$ cat src/rtl/bus_frontend_pkg.sv
// Shared definitions for the MCU bus front end: read FSM states, register map
// constants and status byte layout.
package bus_frontend_pkg;

  typedef enum logic [1:0] {
    ST_IDLE    = 2'd0,
    ST_RD_WAIT = 2'd1,
    ST_RD_HOLD = 2'd2
  } rd_state_e;

  localparam logic [7:0] ADDR_STATUS   = 8'h12;
  localparam logic [7:0] ADDR_WIN_BASE = 8'h10;

  localparam int STAT_FULL_BIT = 4;
  localparam int STAT_OVF_BIT  = 5;
  localparam int STAT_TMO_BIT  = 6;

endpackage

$ cat src/rtl/cmd_fifo.sv
// First-word-fall-through command FIFO; a push on a full FIFO is accepted only
// when a pop happens in the same cycle.
module cmd_fifo #(
  parameter  int DEPTH = 4,
  parameter  int WIDTH = 16,
  localparam int AW    = $clog2(DEPTH),
  localparam int CW    = AW + 1
) (
  input  logic             clk,
  input  logic             rst,
  input  logic             push_i,
  input  logic [WIDTH-1:0] wdata_i,
  input  logic             pop_i,
  output logic [WIDTH-1:0] rdata_o,
  output logic             valid_o,
  output logic             full_o,
  output logic [CW-1:0]    count_o
);

  logic [WIDTH-1:0] mem_q [DEPTH];
  logic [AW-1:0]    wr_ptr_q, rd_ptr_q;
  logic [CW-1:0]    count_q;
  logic             push_ok, pop_ok;

  assign valid_o = (count_q != '0);
  assign full_o  = (count_q == CW'(DEPTH));
  assign pop_ok  = pop_i && valid_o;
  assign push_ok = push_i && (!full_o || pop_ok);
  assign rdata_o = mem_q[rd_ptr_q];
  assign count_o = count_q;

  // NOTE: sequential state uses non-blocking assignments so every flop samples
  // the pre-edge values, independent of statement order.
  always_ff @(posedge clk) begin
    if (rst) begin
      wr_ptr_q <= '0;
      rd_ptr_q <= '0;
      count_q  <= '0;
    end else begin
      if (push_ok) wr_ptr_q <= wr_ptr_q + AW'(1);
      if (pop_ok)  rd_ptr_q <= rd_ptr_q + AW'(1);
      count_q <= count_q + CW'(push_ok) - CW'(pop_ok);
    end
  end

  // NOTE: storage is deliberately not reset; the pointers and count define
  // which entries are meaningful, and an unreset array maps onto plain RAM.
  always_ff @(posedge clk) begin
    if (push_ok) mem_q[wr_ptr_q] <= wdata_i;
  end

endmodule

$ cat src/rtl/bus_frontend.sv
// MCU bus front end: synchronizes async strobes, queues windowed writes into a
// command FIFO and serves reads from the status register or downstream.
module bus_frontend
  import bus_frontend_pkg::*;
#(
  parameter int FIFO_DEPTH  = 4,
  parameter int SYNC_STAGES = 2,
  parameter int RD_TIMEOUT  = 8
) (
  input  logic       osc,
  input  logic       rst,
  input  logic       ale,
  input  logic       write,
  input  logic       read,
  input  logic [7:0] data_in,
  output logic [7:0] data_out,
  output logic       data_oe,
  output logic       cmd_valid,
  input  logic       cmd_ready,
  output logic [7:0] cmd_addr,
  output logic [7:0] cmd_data,
  output logic       rd_req,
  output logic [7:0] rd_addr,
  input  logic       rd_valid,
  input  logic [7:0] rd_data
);

  localparam int CW = $clog2(FIFO_DEPTH) + 1;
  localparam int TW = $clog2(RD_TIMEOUT + 1);

  // Strobe order in the vectors below: [0] ale, [1] write, [2] read.
  logic [2:0] strobe_raw, strobe_s, strobe_prev_q;
  assign strobe_raw = {read, write, ale};

  for (genvar g = 0; g < 3; g++) begin : g_sync
    logic [SYNC_STAGES-1:0] sync_q;
    always_ff @(posedge osc) begin
      if (rst) sync_q <= '1;
      else     sync_q <= {sync_q[SYNC_STAGES-2:0], strobe_raw[g]};
    end
    assign strobe_s[g] = sync_q[SYNC_STAGES-1];
  end

  always_ff @(posedge osc) begin
    if (rst) strobe_prev_q <= '1;
    else     strobe_prev_q <= strobe_s;
  end

  logic ale_fall, wr_rise, rd_fall, rd_rise;
  assign ale_fall = strobe_prev_q[0] & ~strobe_s[0];
  assign wr_rise  = ~strobe_prev_q[1] & strobe_s[1];
  assign rd_fall  = strobe_prev_q[2] & ~strobe_s[2];
  assign rd_rise  = ~strobe_prev_q[2] & strobe_s[2];

  logic [7:0] addr_q;
  logic       ovf_q, tmo_q;
  logic       push_req, pop, sticky_clr, ovf_set, tmo_set;
  logic       fifo_full;
  logic [CW-1:0] fifo_count;

  assign pop        = cmd_valid && cmd_ready;
  assign push_req   = wr_rise && (addr_q[7:4] == ADDR_WIN_BASE[7:4]) && (addr_q != ADDR_STATUS);
  assign sticky_clr = wr_rise && (addr_q == ADDR_STATUS) && data_in[0];
  assign ovf_set    = push_req && fifo_full && !pop;

  cmd_fifo #(.DEPTH(FIFO_DEPTH), .WIDTH(16)) u_cmd_fifo (
    .clk     (osc),
    .rst     (rst),
    .push_i  (push_req),
    .wdata_i ({addr_q, data_in}),
    .pop_i   (pop),
    .rdata_o ({cmd_addr, cmd_data}),
    .valid_o (cmd_valid),
    .full_o  (fifo_full),
    .count_o (fifo_count)
  );

  logic [7:0] status;
  always_comb begin
    status                = '0;
    status[3:0]           = 4'(fifo_count);
    status[STAT_FULL_BIT] = fifo_full;
    status[STAT_OVF_BIT]  = ovf_q;
    status[STAT_TMO_BIT]  = tmo_q;
  end

  rd_state_e     state_q, state_d;
  logic [7:0]    data_out_q, data_out_d, rd_addr_q, rd_addr_d;
  logic          rd_req_q, rd_req_d;
  logic [TW-1:0] tmo_cnt_q, tmo_cnt_d;

  // NOTE: every output of this block is given a default first so no path
  // leaves a signal unassigned, which would otherwise infer a latch.
  always_comb begin
    state_d    = state_q;
    data_out_d = data_out_q;
    rd_addr_d  = rd_addr_q;
    rd_req_d   = 1'b0;
    tmo_cnt_d  = tmo_cnt_q;
    tmo_set    = 1'b0;
    unique case (state_q)
      ST_IDLE: begin
        if (rd_fall) begin
          if (addr_q == ADDR_STATUS) begin
            data_out_d = status;
            state_d    = ST_RD_HOLD;
          end else if (addr_q[4]) begin
            rd_req_d  = 1'b1;
            rd_addr_d = addr_q;
            tmo_cnt_d = '0;
            state_d   = ST_RD_WAIT;
          end
        end
      end
      ST_RD_WAIT: begin
        if (rd_rise) begin
          state_d = ST_IDLE;
        end else if (rd_valid) begin
          data_out_d = rd_data;
          state_d    = ST_RD_HOLD;
        end else if (tmo_cnt_q == TW'(RD_TIMEOUT - 1)) begin
          data_out_d = 8'hFF;
          tmo_set    = 1'b1;
          state_d    = ST_RD_HOLD;
        end else begin
          tmo_cnt_d = tmo_cnt_q + TW'(1);
        end
      end
      ST_RD_HOLD: if (rd_rise) state_d = ST_IDLE;
      default:    state_d = ST_IDLE;
    endcase
  end

  always_ff @(posedge osc) begin
    if (rst) begin
      state_q    <= ST_IDLE;
      data_out_q <= '0;
      rd_addr_q  <= '0;
      rd_req_q   <= 1'b0;
      tmo_cnt_q  <= '0;
      addr_q     <= '0;
      ovf_q      <= 1'b0;
      tmo_q      <= 1'b0;
    end else begin
      state_q    <= state_d;
      data_out_q <= data_out_d;
      rd_addr_q  <= rd_addr_d;
      rd_req_q   <= rd_req_d;
      tmo_cnt_q  <= tmo_cnt_d;
      if (ale_fall) addr_q <= data_in;
      // A clear wins over a set landing in the same cycle.
      if (sticky_clr)   ovf_q <= 1'b0;
      else if (ovf_set) ovf_q <= 1'b1;
      if (sticky_clr)   tmo_q <= 1'b0;
      else if (tmo_set) tmo_q <= 1'b1;
    end
  end

  assign data_out = data_out_q;
  assign rd_req   = rd_req_q;
  assign rd_addr  = rd_addr_q;
  assign data_oe  = !read && addr_q[4];

endmodule

$ cat config.mk
export PLATFORM = sky130hd
export DESIGN_NAME = bus_frontend
export DESIGN_NICKNAME = d
export VERILOG_FILES = /design/src/rtl/bus_frontend_pkg.sv /design/src/rtl/cmd_fifo.sv /design/src/rtl/bus_frontend.sv
export SDC_FILE = /design/constraint.sdc
export NUM_CORES = 1
export LEC_CHECK = 0
export ABC_AREA = 1
export CAP_MARGIN = 10
export CORE_MARGIN = 3
export CORE_UTILIZATION = 30
export CTS_BUF_LIST = sky130_fd_sc_hd__clkbuf_16
export CTS_CLUSTER_DIAMETER = 200
export DETAILED_ROUTE_END_ITERATION = 8
export GPL_ROUTABILITY_DRIVEN = 0
export RECOVER_POWER = 100
export SETUP_SLACK_MARGIN = 0.05
export SLEW_MARGIN = 20
export SYNTH_ARGS = -nofsm -noshare
export SYNTH_HDL_FRONTEND = slang
export SYNTH_SLANG_ARGS = --single-unit
$ cat constraint.sdc
create_clock -name osc -period 2 [get_ports osc]
set_input_delay 0.4 -clock osc [delete_from_list [all_inputs] [get_ports osc]]
set_output_delay 0.4 -clock osc [all_outputs]
set_load 0.005 [all_outputs]
After elaboration in Yosys (flattened, before gate mapping)
Memory sizes are Yosys's and may differ from the RTL's. A register that Yosys moved wholly into a read port is not among the register bits.
Index checks and enable logic that the tools add are counted.
{ "totals": {"regBits": 49, "ram_bits": 64, "input_bits": 23, "output_inout_bits": 35, "word_cells": 103, "mem_count": 1} }
{ "classes": {"addsub": 5, "eq_ne": 18, "muxes": 30, "bitwise_logic": 11, "reduce_logical": 23} }
{ "mem_list": {"columns": ["memory", "words", "word_bits", "rd", "rd_ports_with_merged_regs", "write_ports", "line_no", "rtl"], "rows": [
  ["u_cmd_fifo.mem_q", 4, 16, 1, 1, 1, "cmd_fifo.sv:20", "logic [WIDTH-1:0] mem_q [DEPTH];"]
]} }
{ "op_table": {"columns": ["cell", "count"], "rows": [
  ["8-bit two-way mux", 5],
  ["4-bit two-way mux", 6],
  ["2-bit two-way mux", 9],
  ["2-bit != test, second input constant", 8],
  ["8-bit one-hot mux with 2 select lines", 1],
  ["1-bit logical AND", 10],
  ["8-bit by 5-bit == test with 1-bit output, second input constant", 1],
  ["8-bit by 5-bit != test with 1-bit output, second input constant", 1],
  ["4-bit one-hot mux with 2 select lines", 1],
  ["4-bit AND reduction", 2],
  ["1-bit two-way mux", 7],
  ["1-bit NOT", 7],
  ["7-bit AND reduction", 1],
  ["3-bit != test, second input constant", 2],
  ["2-bit one-hot mux with 3 select lines", 1],
  ["5-bit AND reduction", 1],
  ["2-bit by 1-bit adder with 2-bit output, second input constant", 2],
  ["4-bit by 1-bit adder with 4-bit output, second input constant", 1],
  ["1-bit AND", 4],
  ["4-bit by 1-bit == test with 1-bit output, second input constant", 1],
  ["4-bit by 3-bit == test with 1-bit output, second input constant", 1],
  ["4-bit != test, second input constant", 1],
  ["4-bit OR reduction", 1],
  ["3-bit by 1-bit adder with 3-bit output", 1],
  ["10 further kinds", 12]
]} }

Depth between registers and ports, before layout
Gate-level depths: netlist of run 1.
{ "logic_depth": {"ltp_word": 7, "ltp_mapped": 11, "mapped_depth_nobuf": 11} }

Modules after synthesis
From an unflattened synthesis of run 1, not the netlist that was laid out.
{ "unflattened": {"hier_cells": 465, "hier_area_um2": 4644.5} }
{ "by_module_without_submodules": {"columns": ["module", "instances", "cells_per_inst", "area_each_um2", "seq_area_each_um2"], "rows": [
  ["cmd_fifo", 1, 223, 2859.0, 2102.0],
  ["bus_frontend", 1, 242, 1785.5, 840.8]
]} }

Worst setup path after synthesis of run 1
Ideal clock, no wire load.
{ "synth_timing": {"path_type": "register -> register", "startpoint": "reg addr_q[6]", "endpoint": "mem u_cmd_fifo.mem_q[0][0] (enable)", "setup_time_ps": 389, "arrival_ps": 1671, "t_required_ps": 1611, "setup_slack_ps": -59, "path_stages_with_launch": 8, "n_path_buf": 0, "synth_period_minus_slack_ps": 2059, "cell_sequence": "dfxtp_1 inv_2 nand2_1 nor2_1 nand2_1 nor3_2 inv_1 nor2_1"} }
{ "synth_between": {"elab_chain_len": 6, "word_cells_on_any_way": 7, "cone_classes": "2 x eq/ne; 2 x mux; 3 x reduce/logical"} }
{ "synth_rtl": {"columns": ["item", "line_no", "rtl"], "rows": [
  ["start: declaration", "bus_frontend.sv:55", "logic [7:0] addr_q;"],
  ["start signal: assignment", "bus_frontend.sv:150", "if (ale_fall) addr_q <= data_in;"],
  ["4-bit by 1-bit == test with 1-bit output", "bus_frontend.sv:62", "assign push_req = wr_rise && (addr_q[7:4] == ADDR_WIN_BASE[7:4]) && (addr_q != ADDR_STATUS);"],
  ["1-bit logical AND", "bus_frontend.sv:62", null],
  ["1-bit logical AND (*)", "bus_frontend.sv:62", null],
  ["1-bit logical AND (*)", "cmd_fifo.sv:28", "assign push_ok = push_i && (!full_o || pop_ok);"],
  ["named net u_cmd_fifo.push_ok", "cmd_fifo.sv:23", "logic push_ok, pop_ok;"],
  ["1-bit two-way mux (*)", "cmd_fifo.sv:49", "if (push_ok) mem_q[wr_ptr_q] <= wdata_i;"],
  ["1-bit two-way mux (not written as such) (*)", "cmd_fifo.sv:49", null],
  ["end: declaration", "cmd_fifo.sv:20", null]
]} }
Mark *: on every way through the listed nets, which the timed path passes. The rest lies on a longest branch.

==> flow_summary.yaml, run 1 <==
run_status:
  status: "finished, final reports clean"
critical_path:
  crit_path_max_incr_delay_ps: 380
  worstPathArrival_ps: 1520
  r2r_start: "addr_q[7]"
  required_ps: 1600
  crit_end: "cmd_data[5]"
  critPathKind: "reg2out"
  critPathTopFamily: "buffers and inverters"
  endpoint_kind: "output port"
  worst_setup_path_start_kind: "flip-flop"
  crit_cells: 5
  timing.critical_path.slowest_stage_cell: "dfxtp_4"
  crit_path_cell_trace: "inv_4, buf_12, o21ai_0, o22ai_1, dlygate4sd2_1"
  crit_buf_inv: 3
  crit_fanout: 16
  reg2reg_depth: 9
  rrSetupSlack_ps: 160
  reg2reg_to: "u_cmd_fifo.mem_q[3][12]"
die:
  placementRows: 44
  start_util_pct: 31.1
  core_um2: 14800
  die_h_um: 130
  pin_count: 58
  dieArea_um2: 16800
  die_w_um: 130
detailed_routing:
  initialDrtViolationCount: 191
  drt_wl_total_mm: 10.7
  vias: 3435
  antenna_left: 0
  vias_per_cell: 4.68
  wire_per_inst_um: 14.6
  drtPass1Iterations: 4
  route.detailed.drc: 0
clock_tree:
  cts.sink_count: 115
  cts_tree: "done"
  clockRootBuffer: "clkbuf_16"
  cts_max_path_buffers: 2
  clk_latency_ps: 410
  holdBufCountCts: 0
  clk_pin_slew_ps: 50
  cts_buffers: 17
  htreeDepth: 4
timing:
  rsz0062_at_grt: "yes"
  clock_skew_ps: 13.7
  setup_tns_ps: 0
  finalCritPeriodShare_pct: 95.8
  fmax_mhz: 522
  hold_violations: 0
  slew_violations: 0
  relSlewSlack_pct: 32.2
  layout_min_cycle_time_ps: 1920
  setup_viol: 0
  worstMarginPinSlew_ps: 1020
yosys:
  synth_seq_area_share_pct: 64.2
  ys.flop_type: "edfxtp_1"
  yosysWarnings: 0
  async_flop_share_pct: 0
  synthesis.area_um2: 4580
  synth_edf_count: 64
  netlist_instances: 454
  syn_avg_cell_area_um2: 10.1
  synth_cell_types: 28
  ys_ff_latch: 115
  synth.net_count: 484
global_route:
  grt_pass1_wl_mm: 17.2
  overflow: 0
  grt_pass1_vias: 3453
  grt_max_degree: 24
  antenna_found_initial: 0
  grt.total_usage_pct: 13.2
power:
  power.density_nw_per_um2: 1110
  p_total_w: 0.00682
  vdd.ir_drop.worst_mv: 0.628
  p_leak_nw: 2.32
layout:
  layout_common_cells: "nor2_1 (75), edfxtp_1 (64), nand2_1 (55)"
  nets: 568
  final_common_cell: "nor2_1"
  num_antenna_cells: 0
  syn2layout_area_growth_pct: 33.9
  drive_above_1_share_pct: 14.2
place:
  numPortBuffers: 57
  hpwl_mm: 7.29
min_path:
  min_from: "g_sync[2].sync_q[0]"
  worst_hold_path_type: "reg2reg"
flow_run:
  max_cap_viol_count: 0
kinds of logic after synthesis:
logic type      Yosys count  synth area share [%]
flops                   115                  64.2
fa+ha+maj                 7                  2.07
xor+xnor                  2                 0.382
compound gates          102                  11.8
simple gates            172                  16.4
buf+inv                  56                  5.16
how the worst min path moves through the flow:
stage | cells past startpoint | slack, ps | end
final | 1 | 400 | g_sync[2].sync_q[1]
after global routing | 1 | 420 | g_sync[2].sync_q[1]
after CTS | 1 | 410 | g_sync[2].sync_q[1]
after detailed placement | 1 | 400 | g_sync[2].sync_q[1]
after global placement | 1 | 390 | g_sync[1].sync_q[1]
after floorplan | 1 | 390 | g_sync[0].sync_q[1]
area by class of cell:
class                   instances  area [µm²]
fillers                      1402        8620
flip-flops and latches        115        2950
multi-input cells             283        1430
repair buffers                 83         749
clock buffers                  17         425
well taps                     184         230
clock inverters                14         211
inverters                      38         145
where the power goes:
group          leakage [nW]  internal (W)  switching (W)  total, W
registers             0.999       0.00256      0.0000588   0.00262
clock network         0.305       0.00220        0.00103   0.00323
logic                  1.02      0.000458       0.000515  0.000972
per-layer routing:
layer  global-route usage, %  wire length (µm)  vias to the layer above  part of all wire, %
li1                        -                 -                     1720                    -
met4                    6.36               163                        0                  1.5
met2                    21.9              5200                       85                   49
met3                    3.67               482                       12                  4.5
met1                    16.0              4840                     1618                   45
met5                       0                 0                        -                    0
per-stage QoR:
| stage | cell area, µm² | util, % | hold slack [ps] | worst slack [ps] | cells |
|---|---|---|---|---|---|
| 2_1_floorplan | 4580 | - | 389 | -59.2 | 454 |
| 3_3_place_gp | 5510 | 37.4 | 392 | -71.0 | 700 |
| 3_5_place_dp | 5510 | 37.4 | 398 | -215 | 700 |
| 4_1_cts | 6170 | 41.9 | 411 | -60.6 | 734 |
| 5_1_grt | 6140 | 41.6 | 424 | 13.7 | 734 |
| 6_report | 6140 | 41.6 | 398 | 84.3 | 734 |
sequential cells by signal (all words and copies together), names as in the netlist, 3 cells and up, named ones only:
register,count
u_cmd_fifo.mem_q,64
addr_q,8
data_out,8
rd_addr,8
g_sync.sync_q,6
tmo_cnt_q,4
strobe_prev_q,3
u_cmd_fifo.count_o,3
timing repair:
item,in CTS,in global routing
resized for setup,56,28
pin swaps,5,4
setup buffers,3,0
endpoints found under the hold margin,0,0
setup endpoints to repair,17,79
synth_stat cells (7+ instances only):
library cell | n | area [µm²]
nand2_1 | 54 | 203
nand3_1 | 15 | 75.1
dfxtp_1 | 51 | 1020
edfxtp_1 | 64 | 1920
o22ai_1 | 16 | 100
a21oi_1 | 29 | 145
clkbuf_1 | 12 | 45.0
inv_1 | 36 | 135
nor2_1 | 78 | 293
o21ai_0 | 52 | 260
or2_2 | 7 | 43.8
Note: power is estimated with default switching activity, not from simulation.
==> run 2, diff against run 1 <==
--- a/config.mk
+++ b/config.mk
@@ -6,8 +6,7 @@
 export NUM_CORES = 1
 export LEC_CHECK = 0
 export ABC_AREA = 1
-export CAP_MARGIN = 10
-export CORE_MARGIN = 3
+export CORE_MARGIN = 2
 export CORE_UTILIZATION = 30
 export CTS_BUF_LIST = sky130_fd_sc_hd__clkbuf_16
 export CTS_CLUSTER_DIAMETER = 200
==> flow_summary.yaml, run 2 (same netlist as run 1, synthesis figures left out) <==
layout:
  drive_above_1_share_pct: 13.9
  syn2layout_area_growth_pct: 33.4
  nets: 572
  largest_reg_flops: 64
  final-instance-count-excl-fill: 743
  largest_register: "u_cmd_fifo.mem_q"
  layout_common_cells: "nor2_1 (78), edfxtp_1 (64), nand2_1 (55)"
  final_common_cell: "nor2_1"
  final_area_um2: 6110
  num_antenna_cells: 0
critical_path:
  timing.critical_path.slowest_stage_cell: "dfxtp_4"
  worstPathArrival_ps: 1520
  endpoint_kind: "output port"
  required_ps: 1600
  crit_path_cell_trace: "inv_6, buf_16, buf_4, o21ai_4, o22ai_2, clkbuf_1"
  crit_fanout: 16
  critPathKind: "reg2out"
  crit_path_max_incr_delay_ps: 400
  reg2reg_depth: 8
  worst_setup_path_start_kind: "flip-flop"
die:
  die_h_um: 128
  placementRows: 45
  die_w_um: 128
  pin_count: 58
  core_um2: 15100
  dieArea_um2: 16300
  start_util_pct: 30.4
global_route:
  overflow: 0
  grt.total_usage_pct: 13.9
  grt_pass1_wl_mm: 17.6
  grt_pass1_vias: 3513
  antenna_found_initial: 0
  grt_max_degree: 24
timing:
  worstMarginPinSlew_ps: 1010
  worst_slack_ps: 75.9
  setup_viol: 0
  finalCritPeriodShare_pct: 96.2
  setup_tns_ps: 0
  slew_violations: 0
  clock_skew_ps: 9.45
  fmax_mhz: 520
  layout_min_cycle_time_ps: 1920
  rsz0062_at_grt: "yes"
  relSlewSlack_pct: 32.8
  hold_violations: 0
place:
  place_ws_ps: -168
  place.detailed.instances: 706
  numPortBuffers: 57
  hpwl_mm: 7.15
  placed_area_um2: 5550
clock_tree:
  clk_latency_ps: 400
  cts_tree: "done"
  clk_pin_slew_ps: 50
  clockRootBuffer: "clkbuf_16"
  cts_max_path_buffers: 2
  cts.sink_count: 115
  holdBufCountCts: 0
  htreeDepth: 4
  cts_buffers: 17
power:
  p_leak_nw: 2.33
  power.density_nw_per_um2: 1070
  vdd.ir_drop.worst_mv: 0.602
detailed_routing:
  route.detailed.drc: 0
  vias_per_cell: 4.69
  vias: 3483
  wire_per_inst_um: 14.5
  antenna_left: 0
  drtPass1Iterations: 4
  drt_wl_total_mm: 10.8
  initialDrtViolationCount: 276
run_status:
  status: "finished, final reports clean"
flow_run:
  max_cap_viol_count: 0
min_path:
  hold_depth: 1
  worst_hold_path_type: "reg2reg"
run 2: changes by cell type in the layout (fill, tap and decap cells not counted), moves of 3 or more:
cell      previous run  this run
clkbuf_1            13        17
clkbuf_4             0         3
inv_1               36        39
nor2_1              75        78
nor2_2               4         1
o21ai_0             43        39
run 2: where the power goes:
part	switching [W]	internal, W
registers	0.0000633	0.00256
logic	0.000545	0.000468
clock network	0.00101	0.00192
total	0.00162	0.00495
run 2: critical path, delay by kind of cell (launching register included):
family / cells / cell delay, ps
buffers and inverters: 4 / 470
DFF: 1 / 400
AOI/OAI and AO/OA: 2 / 240
run 2: worst paths after layout:
path,from,to,slack (ps)
max,flip-flop,cmd_addr[7],80
min,g_sync[1].sync_q[0],g_sync[1].sync_q[1],410
max reg2reg,u_cmd_fifo.count_o[1],u_cmd_fifo.count_o[2],170
min reg2reg,g_sync[1].sync_q[0],g_sync[1].sync_q[1],410
run 2: timing repair:
item | CTS | global route
setup endpoints to repair | 17 | 49
gates cloned | 2 | 0
resized for setup | 48 | 34
setup buffers | 2 | 1
pin swaps | 6 | 5
run 2: area by class of cell:
type	count	area [µm²]
repair buffers	87	772
inverters	38	148
clock buffers	17	425
multi-input cells	283	1430
clock inverters	15	151
fillers	1460	8980
well taps	188	235
flip-flops and latches	115	2950
run 2: routing by layer:
metal / track usage, % / up-vias / wire, µm
met3: 5.61 / 11 / 687
met2: 23.2 / 105 / 5140
met1: 16.4 / 1636 / 4840
met5: 0 / - / 0
li1: - / 1731 / -
met4: 4.46 / 0 / 99
run 2: per-stage QoR:
step                      power, W  util (%)  hold WS, ps
final                      0.00656      40.5          405
after global routing       0.00686      40.5          435
after CTS                  0.00663      40.9          407
after detailed placement   0.00366      36.8          394
after global placement     0.00363      36.8          395
after floorplan            0.00313         -          389
==> run 3, diff against run 2 <==
--- a/config.mk
+++ b/config.mk
@@ -12,6 +12,7 @@
 export CTS_CLUSTER_DIAMETER = 200
 export DETAILED_ROUTE_END_ITERATION = 8
 export GPL_ROUTABILITY_DRIVEN = 0
+export GPL_TIMING_DRIVEN = 0
 export RECOVER_POWER = 100
 export SETUP_SLACK_MARGIN = 0.05
 export SLEW_MARGIN = 20
==> flow_summary.yaml, run 3 (same netlist as run 1, synthesis figures left out) <==
layout:
  largest_reg_flops: 64
  largest_register: "u_cmd_fifo.mem_q"
  layout_common_cells: "nor2_1 (67), edfxtp_1 (64), nand2_1 (56)"
  n_fill_cell: 1455
  final-instance-count-excl-fill: 745
  nets: 574
  syn2layout_area_growth_pct: 37.5
  drive_above_1_share_pct: 19.7
  final_common_cell: "nor2_1"
  utilization_pct: 41.8
  num_antenna_cells: 0
critical_path:
  crit_path_cell_trace: "buf_6, clkbuf_16, o21ai_2, o22ai_1, clkbuf_1"
  worst_setup_path_start_kind: "flip-flop"
  r2r_start: "addr_q[5]"
  crit_path_max_incr_delay_ps: 400
  required_ps: 1600
  worstPathArrival_ps: 1510
  rrSetupSlack_ps: 110
  endpoint_kind: "output port"
  crit_fanout: 5
  critPathKind: "reg2out"
  timing.critical_path.slowest_stage_cell: "dfxtp_4"
die:
  placementRows: 45
  die_w_um: 128
  die_h_um: 128
  pin_count: 58
  dieArea_um2: 16300
  start_util_pct: 30.4
  core_um2: 15100
timing:
  fin_hold_ws_ps: 410
  rsz0062_at_grt: "yes"
  hold_violations: 0
  setup_viol: 0
  worstMarginPinSlew_ps: 545
  finalCritPeriodShare_pct: 95.3
  relSlewSlack_pct: 63.6
  layout_min_cycle_time_ps: 1910
  clock_skew_ps: 8.42
  fmax_mhz: 525
  slew_violations: 0
detailed_routing:
  initialDrtViolationCount: 249
  route.detailed.drc: 0
  drtPass1Iterations: 4
  vias: 3504
  vias_per_cell: 4.70
  wire_per_inst_um: 15.4
  drt_wl_total_mm: 11.5
  antenna_left: 0
clock_tree:
  cts_max_path_buffers: 2
  cts_tree: "done"
  clk_pin_slew_ps: 50
  holdBufCountCts: 0
  clk_latency_ps: 410
  cts_buffers: 17
  clockRootBuffer: "clkbuf_16"
  htreeDepth: 4
  cts.sink_count: 115
place:
  numPortBuffers: 57
  hpwl_mm: 7.58
  place.detailed.instances: 703
global_route:
  grt_pass1_wl_mm: 18.5
  overflow: 0
  antenna_found_initial: 0
  grt.total_usage_pct: 14.9
  grt_max_degree: 17
  grt_pass1_vias: 3669
run_status:
  status: "finished, final reports clean"
flow_run:
  max_cap_viol_count: 0
power:
  power.density_nw_per_um2: 1100
  p_leak_nw: 2.38
  vdd.ir_drop.worst_mv: 0.609
  p_total_w: 0.00690
min_path:
  worst_hold_path_type: "reg2reg"
  min_from: "g_sync[2].sync_q[0]"
[run 3: changes by cell type in the layout (fill, tap and decap cells not counted), sizes merged]
cell	delta
clkdlybuf4s50	+1
clkbuf	+8
dlygate4sd3	-1
clkinv	+1
clkdlybuf4s15	-2
buf	-5
bufinv	+1
dlygate4sd2	+1
clkinvlp	+1
inv	-3
[run 3: critical path, delay by kind of cell, from the launching register on]
| family | cells | cell delay, ps |
|---|---|---|
| buf+inv | 3 | 420 |
| flops | 1 | 400 |
| compound gates | 2 | 280 |
[run 3: repair_timing]
| action | CTS | global route |
|---|---|---|
| pin swaps | 7 | 9 |
| gates cloned | 1 | 1 |
| gates resized for setup | 101 | 51 |
| buffers inserted | 3 | 5 |
| endpoints found under the setup margin | 70 | 74 |
[run 3: layout make-up]
cell class	count	area, µm²	share of cell area [%]
Sequential cell	115	2960	46.9
Multi-Input combinational cell	283	1520	24.1
Timing Repair Buffer	71	623	9.88
Clock buffer	17	425	6.75
Tap cell	188	235	3.73
Buffer	18	200	3.18
Clock inverter	15	191	3.04
Inverter	38	150	2.38
[run 3: worst paths after layout]
check	cells after the start	endpoint
worst max-delay path	5	cmd_addr[4]
worst max register to register	8	u_cmd_fifo.mem_q[1][8]
worst min register to register	1	g_sync[2].sync_q[1]
worst min-delay path	1	g_sync[2].sync_q[1]
[run 3: stage by stage]
| stage | area (µm²) | setup TNS, ps | setup WS [ps] |
|---|---|---|---|
| after floorplan | 4580 | -3790 | -59.2 |
| after global placement | 5390 | -70710 | -1080 |
| after detailed placement | 5450 | -24590 | -542 |
| after CTS | 6290 | 0 | 35.8 |
| after global routing | 6300 | 0 | 5.59 |
| final | 6300 | 0 | 94.6 |
[run 3: report_power, final]
group / switching, W / internal [W]
Combinational: 0.000603 / 0.000537
Clock: 0.00106 / 0.00207
Sequential: 0.0000721 / 0.00256
[run 3: routing by layer]
| layer | wire, µm | share of wire (%) | GRT usage [%] | vias to the layer above |
|---|---|---|---|---|
| met1 | 5120 | 45 | 17.8 | 1667 |
| met3 | 636 | 5.5 | 4.56 | 15 |
| met4 | 158 | 1.4 | 6.33 | 0 |
| met2 | 5580 | 49 | 24.9 | 84 |
| li1 | - | - | - | 1738 |
| met5 | 0 | 0 | 0 | - |
